### src/rtl/ysyx_24110006_pkg.sv
// Shared definitions for the load/store unit.
// Contents: FSM state encodings, load funct3 codes, unshifted store masks,
// AXI response codes and a response-to-fault helper.
package ysyx_24110006_pkg;

    // FSM state encodings
    localparam logic [2:0] S_IDLE = 3'd0;
    localparam logic [2:0] S_AR   = 3'd1;
    localparam logic [2:0] S_R    = 3'd2;
    localparam logic [2:0] S_WR   = 3'd3;
    localparam logic [2:0] S_B    = 3'd4;
    localparam logic [2:0] S_DONE = 3'd5;

    // Load funct3 codes
    localparam logic [2:0] F3_LB  = 3'b000;
    localparam logic [2:0] F3_LH  = 3'b001;
    localparam logic [2:0] F3_LW  = 3'b010;
    localparam logic [2:0] F3_LBU = 3'b100;
    localparam logic [2:0] F3_LHU = 3'b101;

    // Unshifted store byte masks
    localparam logic [3:0] MASK_B = 4'b0001;
    localparam logic [3:0] MASK_H = 4'b0011;
    localparam logic [3:0] MASK_W = 4'b1111;

    // AXI response codes
    localparam logic [1:0] RESP_OKAY   = 2'b00;
    localparam logic [1:0] RESP_SLVERR = 2'b10;
    localparam logic [1:0] RESP_DECERR = 2'b11;

    // Any response other than OKAY (including EXOKAY) is reported as a fault.
    function automatic logic resp_is_err(input logic [1:0] resp);
        logic err;
        case (resp)
            RESP_OKAY:   err = 1'b0;
            RESP_SLVERR: err = 1'b1;
            RESP_DECERR: err = 1'b1;
            default:     err = 1'b1;
        endcase
        return err;
    endfunction

endpackage

### src/rtl/ysyx_24110006_lsu_align.sv
// Combinational lane logic for the LSU.
// Ports:
//   req_*    : incoming request (offset, store data/mask, load funct3, ren/wen)
//   st_wdata : store data shifted into its byte lanes
//   st_wstrb : store strobe shifted into its byte lanes (4-bit, truncated)
//   req_fault: misaligned, unsupported funct3, bad mask, or ren and wen together
//   ld_*     : captured load offset/funct3 and raw bus word -> extended result
import ysyx_24110006_pkg::*;

module ysyx_24110006_lsu_align (
    input  logic [1:0]  req_off,
    input  logic [31:0] req_src,
    input  logic [3:0]  req_mask,
    input  logic [2:0]  req_funct3,
    input  logic        req_ren,
    input  logic        req_wen,
    output logic [31:0] st_wdata,
    output logic [3:0]  st_wstrb,
    output logic        req_fault,
    input  logic [1:0]  ld_off,
    input  logic [2:0]  ld_funct3,
    input  logic [31:0] ld_raw,
    output logic [31:0] ld_data
);

    logic [31:0] ld_shift_s;
    logic        ld_bad_s;
    logic        st_bad_s;

    // Store lane placement: data and strobe move up by the byte offset.
    always_comb begin
        st_wdata = req_src << {req_off, 3'b000};
        st_wstrb = req_mask << req_off;
    end

    // Load lane selection followed by sign/zero extension.
    always_comb begin
        ld_shift_s = ld_raw >> {ld_off, 3'b000};
        case (ld_funct3)
            F3_LB:   ld_data = {{24{ld_shift_s[7]}}, ld_shift_s[7:0]};
            F3_LH:   ld_data = {{16{ld_shift_s[15]}}, ld_shift_s[15:0]};
            F3_LW:   ld_data = ld_shift_s;
            F3_LBU:  ld_data = {24'h000000, ld_shift_s[7:0]};
            F3_LHU:  ld_data = {16'h0000, ld_shift_s[15:0]};
            default: ld_data = 32'h0000_0000;
        endcase
    end

    // Fault detection; stores derive their access size from the mask.
    always_comb begin
        case (req_funct3)
            F3_LB, F3_LBU: ld_bad_s = 1'b0;
            F3_LH, F3_LHU: ld_bad_s = req_off[0];
            F3_LW:         ld_bad_s = (req_off != 2'b00);
            default:       ld_bad_s = 1'b1;
        endcase
        case (req_mask)
            MASK_B:  st_bad_s = 1'b0;
            MASK_H:  st_bad_s = req_off[0];
            MASK_W:  st_bad_s = (req_off != 2'b00);
            default: st_bad_s = 1'b1;
        endcase
        req_fault = (req_ren & req_wen) | (req_ren & ld_bad_s) | (req_wen & st_bad_s);
    end

endmodule

### src/rtl/ysyx_24110006_lsu.sv
// Load/store unit: captures one request from execute, runs a single AXI4-Lite
// read or write transaction, and pulses o_valid toward writeback.
// Ports:
//   i_clock, i_reset (sync, active low)
//   i_valid/i_addr/i_wdata/i_mem_ren/i_mem_wen/i_wmask/i_read_t : request
//   o_valid/o_rdata/o_err : one-cycle completion with extended load data
//   ar*/r*/aw*/w*/b* : AXI4-Lite master channels
import ysyx_24110006_pkg::*;

module ysyx_24110006_lsu #(
    parameter int ADDR_W = 32,
    parameter int DATA_W = 32
) (
    input  logic                  i_clock,
    input  logic                  i_reset,
    input  logic                  i_valid,
    input  logic [ADDR_W-1:0]     i_addr,
    input  logic [DATA_W-1:0]     i_wdata,
    input  logic                  i_mem_ren,
    input  logic                  i_mem_wen,
    input  logic [3:0]            i_wmask,
    input  logic [2:0]            i_read_t,
    output logic                  o_valid,
    output logic [DATA_W-1:0]     o_rdata,
    output logic                  o_err,
    output logic [ADDR_W-1:0]     araddr,
    output logic                  arvalid,
    input  logic                  arready,
    input  logic [DATA_W-1:0]     rdata,
    input  logic [1:0]            rresp,
    input  logic                  rvalid,
    output logic                  rready,
    output logic [ADDR_W-1:0]     awaddr,
    output logic                  awvalid,
    input  logic                  awready,
    output logic [DATA_W-1:0]     wdata,
    output logic [DATA_W/8-1:0]   wstrb,
    output logic                  wvalid,
    input  logic                  wready,
    input  logic [1:0]            bresp,
    input  logic                  bvalid,
    output logic                  bready
);

    logic [2:0]        state_r;
    logic [1:0]        off_r;
    logic [2:0]        funct3_r;
    logic              aw_done_r;
    logic              w_done_r;

    logic [31:0]       st_wdata_s;
    logic [3:0]        st_wstrb_s;
    logic              req_fault_s;
    logic [31:0]       ld_data_s;
    logic              aw_hs_s;
    logic              w_hs_s;
    logic              aw_done_s;
    logic              w_done_s;

    ysyx_24110006_lsu_align u_align (
        .req_off    (i_addr[1:0]),
        .req_src    (i_wdata),
        .req_mask   (i_wmask),
        .req_funct3 (i_read_t),
        .req_ren    (i_mem_ren),
        .req_wen    (i_mem_wen),
        .st_wdata   (st_wdata_s),
        .st_wstrb   (st_wstrb_s),
        .req_fault  (req_fault_s),
        .ld_off     (off_r),
        .ld_funct3  (funct3_r),
        .ld_raw     (rdata),
        .ld_data    (ld_data_s)
    );

    // Write-channel handshakes; the done flags let aw and w finish in any order.
    always_comb begin
        aw_hs_s   = awvalid & awready;
        w_hs_s    = wvalid & wready;
        aw_done_s = aw_done_r | aw_hs_s;
        w_done_s  = w_done_r | w_hs_s;
    end

    // Main FSM with all outputs registered.
    always_ff @(posedge i_clock) begin
        if (!i_reset) begin
            state_r   <= S_IDLE;
            off_r     <= 2'b00;
            funct3_r  <= 3'b000;
            aw_done_r <= 1'b0;
            w_done_r  <= 1'b0;
            o_valid   <= 1'b0;
            o_rdata   <= '0;
            o_err     <= 1'b0;
            araddr    <= '0;
            arvalid   <= 1'b0;
            rready    <= 1'b0;
            awaddr    <= '0;
            awvalid   <= 1'b0;
            wdata     <= '0;
            wstrb     <= '0;
            wvalid    <= 1'b0;
            bready    <= 1'b0;
        end else begin
            o_valid <= 1'b0;
            case (state_r)
                S_IDLE: begin
                    if (i_valid) begin
                        off_r     <= i_addr[1:0];
                        funct3_r  <= i_read_t;
                        aw_done_r <= 1'b0;
                        w_done_r  <= 1'b0;
                        if (req_fault_s) begin
                            state_r <= S_DONE;
                            o_valid <= 1'b1;
                            o_err   <= 1'b1;
                            o_rdata <= '0;
                        end else if (i_mem_ren) begin
                            state_r <= S_AR;
                            arvalid <= 1'b1;
                            araddr  <= {i_addr[ADDR_W-1:2], 2'b00};
                        end else if (i_mem_wen) begin
                            state_r <= S_WR;
                            awvalid <= 1'b1;
                            wvalid  <= 1'b1;
                            awaddr  <= {i_addr[ADDR_W-1:2], 2'b00};
                            wdata   <= st_wdata_s;
                            wstrb   <= st_wstrb_s;
                        end else begin
                            // Non-memory instruction: complete next cycle.
                            state_r <= S_DONE;
                            o_valid <= 1'b1;
                            o_err   <= 1'b0;
                            o_rdata <= '0;
                        end
                    end
                end
                S_AR: begin
                    if (arready) begin
                        arvalid <= 1'b0;
                        rready  <= 1'b1;
                        state_r <= S_R;
                    end
                end
                S_R: begin
                    if (rvalid) begin
                        rready  <= 1'b0;
                        o_rdata <= ld_data_s;
                        o_err   <= resp_is_err(rresp);
                        o_valid <= 1'b1;
                        state_r <= S_DONE;
                    end
                end
                S_WR: begin
                    if (aw_hs_s) begin
                        awvalid <= 1'b0;
                    end
                    if (w_hs_s) begin
                        wvalid <= 1'b0;
                    end
                    aw_done_r <= aw_done_s;
                    w_done_r  <= w_done_s;
                    if (aw_done_s && w_done_s) begin
                        bready  <= 1'b1;
                        state_r <= S_B;
                    end
                end
                S_B: begin
                    if (bvalid) begin
                        bready  <= 1'b0;
                        o_err   <= resp_is_err(bresp);
                        o_rdata <= '0;
                        o_valid <= 1'b1;
                        state_r <= S_DONE;
                    end
                end
                S_DONE: begin
                    state_r <= S_IDLE;
                end
                default: begin
                    state_r <= S_IDLE;
                    arvalid <= 1'b0;
                    rready  <= 1'b0;
                    awvalid <= 1'b0;
                    wvalid  <= 1'b0;
                    bready  <= 1'b0;
                end
            endcase
        end
    end

endmodule

### config.mk
export PLATFORM = sky130hd
export DESIGN_NAME = ysyx_24110006_lsu
export DESIGN_NICKNAME = d
export VERILOG_FILES = /design/src/rtl/ysyx_24110006_pkg.sv /design/src/rtl/ysyx_24110006_lsu_align.sv /design/src/rtl/ysyx_24110006_lsu.sv
export SDC_FILE = /design/constraint.sdc
export NUM_CORES = 1
export LEC_CHECK = 0
export CAP_MARGIN = 20
export CORE_AREA = 2 2 222 136
export CTS_CLUSTER_SIZE = 20
export DETAILED_ROUTE_END_ITERATION = 16
export DIE_AREA = 0 0 224 138
export DONT_BUFFER_PORTS = 1
export PLACE_DENSITY_LB_ADDON = 0.15
export SETUP_SLACK_MARGIN = 0.5
export SLEW_MARGIN = 10
export SYNTH_ARGS = -nofsm -noshare
export SYNTH_HDL_FRONTEND = slang
export SYNTH_SLANG_ARGS = --single-unit
export TNS_END_PERCENT = 50
### constraint.sdc
create_clock -name i_clock -period 2.1 [get_ports i_clock]
set_input_delay 0.105 -clock i_clock [delete_from_list [all_inputs] [get_ports i_clock]]
set_output_delay 0.105 -clock i_clock [all_outputs]
set_load 0.005 [all_outputs]
* Word level (Yosys, flattened, before mapping)
Index checks and enable logic that the tools add are counted.
** Operators by class
- Add/subtract/negate cells :: 0
- Multiply operators :: 0
- Divide/modulo/power cells :: 0
- Magnitude comparators :: 0
- Eq/ne operators :: 29
- Shifts and indexed selects :: 3
- Mux-type cells :: 57
- Bitwise operators :: 15
- Reduce and logical (&&, ||, !) cells :: 26
** Operator list (number)
- $mux W32 :: 6
- $pmux W32 S5 :: 1
- $pmux W32 S3 :: 1
- $shl A32 B5 Y32 :: 1
- $shr A32 B5 Y32 :: 1
- $mux W1 :: 29
- $pmux W1 S3 :: 9
- $mux W3 :: 8
- $ne A2 B2 Y1 const B :: 11
- $eq A3 B3 Y1 const B :: 6
- $reduce_and A6 Y1 :: 3
- $reduce_or A4 Y1 :: 4
- $pmux W3 S5 :: 1
- $reduce_and A5 Y1 :: 3
- $eq A3 B2 Y1 const B :: 4
- $eq A3 B1 Y1 const B :: 3
- $logic_not A3 Y1 :: 3
- $ne A3 B3 Y1 const B :: 2
- $not A1 Y1 :: 6
- $reduce_and A3 Y1 :: 2
- $and A1 B1 Y1 :: 5
- $eq A4 B1 Y1 const B :: 1
- $eq A4 B2 Y1 const B :: 1
- $eq A4 B4 Y1 const B :: 1
- other kinds (10) :: 18
** Word-level totals
- Flip-flop bits (word level) :: 145
- Latch bits :: 0
- RAM bits :: 0
- Memory bits (read-only) :: 0
- Output and inout bits :: 139
- Word-level logic and storage cells :: 147
- Memories kept :: 0

* Longest topological paths before layout
- Depth in word-level cells :: 9
- Gate-level depth with buffers :: 10
- Depth with buffers taken out :: 5

* Cells and area by module
Synthesis repeated with hierarchy kept, for this count alone.
** Second synthesis, totals
- Cells, all modules :: 886
- Area, all modules :: 7272.0 sq um
** By module, submodules not included
- ysyx_24110006_lsu :: times used 1, cells each 676, area each 5779.3 sq um
- ysyx_24110006_lsu_align :: times used 1, cells each 210, area each 1492.7 sq um

* Worst setup path after synthesis
OpenSTA, ideal clock, no wires.
- Path type :: reg-to-reg
- Start point :: reg state_r[1]
- End point :: reg state_r[2]
- Setup time :: 0.122 ns
- Arrival time :: 1.535 ns
- Path slack :: 0.443 ns
- Cell stages (with the launch flop) :: 7
- Buffers on the path :: 1
- Period minus slack after synthesis :: 1.657 ns
- Cell sequence :: dfxtp_1 -> buf_4 -> mux2i_1 -> a21oi_1 -> o221ai_1 -> a2111oi_0 -> a311o_1
** Between the ends
- Longest elaborated chain between the ends :: 3
** Ends and longest elaborated chain
- start: declaration :: line ysyx_24110006_lsu.sv:45 : logic [2:0] state_r;
- start signal: assignment :: line ysyx_24110006_lsu.sv:87 : state_r <= S_IDLE;
- start signal: assignment :: line ysyx_24110006_lsu.sv:114 : state_r <= S_DONE;
- start signal: assignment :: line ysyx_24110006_lsu.sv:119 : state_r <= S_AR;
- $eq A3 B2 Y1, or another cell as far along :: line ysyx_24110006_lsu.sv:106 : case (state_r)
- $ne A2 B2 Y1 (no line)
- $reduce_and A5 Y1 (no line)
Parallel ways exist; a longest one is shown, timed or not.
A chain may end at the register's enable or synchronous reset.

* Worst setup path after layout
- Start point :: reg state_r[2]
- End point :: reg o_rdata[8]
** Between the ends
- Longest elaborated chain between the ends :: 3
** Ends and longest elaborated chain
- $eq A3 B3 Y1, or another cell as far along :: line ysyx_24110006_lsu.sv:106
- $ne A2 B2 Y1 (no line), or another cell as far along
- $reduce_and A6 Y1 (no line)
- end signal: assignment :: line ysyx_24110006_lsu.sv:148 : o_rdata <= ld_data_s;
- end: declaration :: line ysyx_24110006_lsu.sv:24 : output logic [DATA_W-1:0] o_rdata,
Parallel ways exist; a longest one is shown, timed or not.

==> reports/results.ini <==
[timing]
period_share_pct=80.4
rsz0062_at_grt=yes
max_slew_margin_pct=42.0
report.final.slew_viol_count=0
fin_skew_ns=0.00932
min_period_ns=1.69
fin_setup_tns_ns=0
final_hold_viol_count=1
worstMarginPinSlew_ns=0.868
finalSetupViolations=0
hold_slack_ns=-0.176
fmax_mhz=593
setup_ws_ns=0.412

[cells_and_area]
stdcell_count=1329
area_growth_pct=36.0
final_common_cell=nand2_1
final_cell_mix=nand2_1 (200), dfxtp_1 (138), a21oi_1 (109)
nets=1051
layout-drive-gt1-share_pct=15.9
antenna_cells=0

[cts]
htreeDepth=4
cts_tree=yes
clock_latency_ns=0.44
cts_made_buffers=17
hold_buffers=86
clk_root_buffer_cell=clkbuf_16
clkSinkCount=145
clk_path_buf_depth=2
cts.clk_slew.worst_paths_ns=0.06

[global_routing]
grt_usage_pct=17.7
gr-total-overflow=0
grt_pass1_wl_um=41200
first_global_vias=6388
antenna_found_initial=1
grt_max_degree=39

[min_path]
holdCritStartpoint=i_wmask[0]
min_path_cells=2
hold_path_end=wstrb[0]
hold_class=input pin to flip-flop

[worst_setup_path]
critical_path_required_ns=2.43
worstSetupEndpointType=flip-flop
arrival_ns=2.02
cp-start-kind=flip-flop
cp_max_fo=25
reg2reg_depth=9
r2r_setup_slack_ns=0.41
setup.worst_path.class=flip-flop to flip-flop
path_cells=buf_6 > nor2b_4 > a211oi_2 > buf_4 > buf_4 > nor2b_4 > o21ai_4 > buf_12 > a32o_1
r2r_start=state_r[2]
crit_path_top_delay_cell=dfxtp_2
timing.rr.end=o_rdata[8]
max_stage_delay_ns=0.33

[floorplan]
rows=49
fp.dieW_um=224
die-area_um2=30900
die_h_um=138
initial_core_util_pct=23.4
design.core.area_um2=29200
pin_count=256

[logic_synthesis]
ys_seq_area_share_pct=42.4
syn_inst=840
synth_cell_types=63
async_flop_share_pct=0
ys.flop_type=dfxtp_1
synth_warnings=0
ys_seq_elements=145
syn-cell-area_um2=6840
avgSynthCellArea_um2=8.15
synth_edf_count=0

[place]
pre_cts_ws_ns=0.100
gp_congestion=0.753
io_buffers=0
dp.cells=1183
place.detailed.hpwl_um=18000

[routing]
vias=6464
via_per_inst=4.86
drt-initial-drc-count=406
wl_per_cell_um=20.8
drcViolationCount=0
drt_wl_total_um=27600
antenna_left=0
dr.pass1.iters=4

[pwr]
power.density_nw_per_um2=939
p_leak_nw=3.27
max-vdd-ir-drop_uv=498
power.total_mw=8.73

[run]
max_cap_violations=0

[run_status]
failed_checks=negative hold slack
outcome=complete, but fails checks

final cells by class:
type	count	area (um^2)
fillers	3108	19900
multi-input cells	620	3690
flip-flops and latches	145	2920
repair buffers	145	1570
well taps	382	478
clock buffers	18	429
clock inverters	14	203
inverters	5	20.0
state kept, by name, indices dropped and copies added (netlist names), 2 cells and up:
| name | cells |
|---|---|
| araddr | 30 |
| awaddr | 30 |
| funct3_r | 3 |
| o_rdata | 32 |
| off_r | 2 |
| state_r | 3 |
| wdata | 32 |
| wstrb | 4 |
through the flow:
| stage | util (%) | cell area (um^2) |
|---|---|---|
| after floorplan | - | 6870 |
| after CTS | 31.1 | 9100 |
| final | 31.8 | 9310 |
| after detailed placement | 24.8 | 7260 |
| after global routing | 31.8 | 9310 |
| after global placement | 24.8 | 7260 |
worst max-delay path, delay by kind of cell (launching register included):
family                 cells  cell delay (ns)
AOI/OAI and AO/OA          3             0.40
buffers and inverters      4             0.59
DFF                        1             0.33
and+or+nand+nor            2             0.24
metal layers:
metal | routed length, um | vias up | part of all wire, % | global-route usage (%)
met1 | 13300 | 3138 | 48 | 24.5
met5 | 13 | - | 0.047 | 0
li1 | - | 3125 | - | -
met2 | 11700 | 172 | 43 | 25.9
met3 | 2120 | 27 | 7.7 | 6.01
met4 | 405 | 2 | 1.5 | 5.65
synth_stat cells (16+ instances only):
cell type  instances  area [um^2]
dfxtp_1          145         2900
a21oi_1          110          551
o21ai_0           40          200
nor2_1            39          146
o211ai_1          18          135
nand2_1          200          751
buf_2             21          105
a211oi_1          24          180
nor2b_1           16          100
mux2i_1           50          500
clkbuf_1          31          116
how the worst max path moves through the flow:
stage | from | endpoint | slack (ns) | cells after the start
after floorplan | state_r[1] | state_r[2] | 0.44 | 6
after global placement | state_r[2] | o_rdata[9] | 0.10 | 6
after detailed placement | state_r[2] | o_rdata[15] | 0.10 | 7
after CTS | state_r[2] | wdata[10] | 0.44 | 7
after global routing | state_r[2] | o_rdata[10] | 0.32 | 9
final | state_r[2] | o_rdata[8] | 0.41 | 9
power by group:
part / internal [mW] / switching [mW] / leakage, nW
Clock: 2.01 / 1.33 / 0.299
Combinational: 1.10 / 1.30 / 1.80
Sequential: 2.87 / 0.139 / 1.17
repair_timing:
action	4_1_cts	5_1_grt
buffers inserted	12	10
setup endpoints to repair	106	92
pin swaps	6	3
cloned	4	2
resized for setup	54	18
endpoints found under the hold margin	137	1
logic make-up after synthesis:
logic type / share of synthesized area (%)
muxes: 9.12
buffers and inverters: 6.05
AOI/OAI and AO/OA: 21.7
DFF: 42.4
other: 0.0548
and+or+nand+nor: 20.7
No activity file was read; power rests on OpenSTA's default activity.
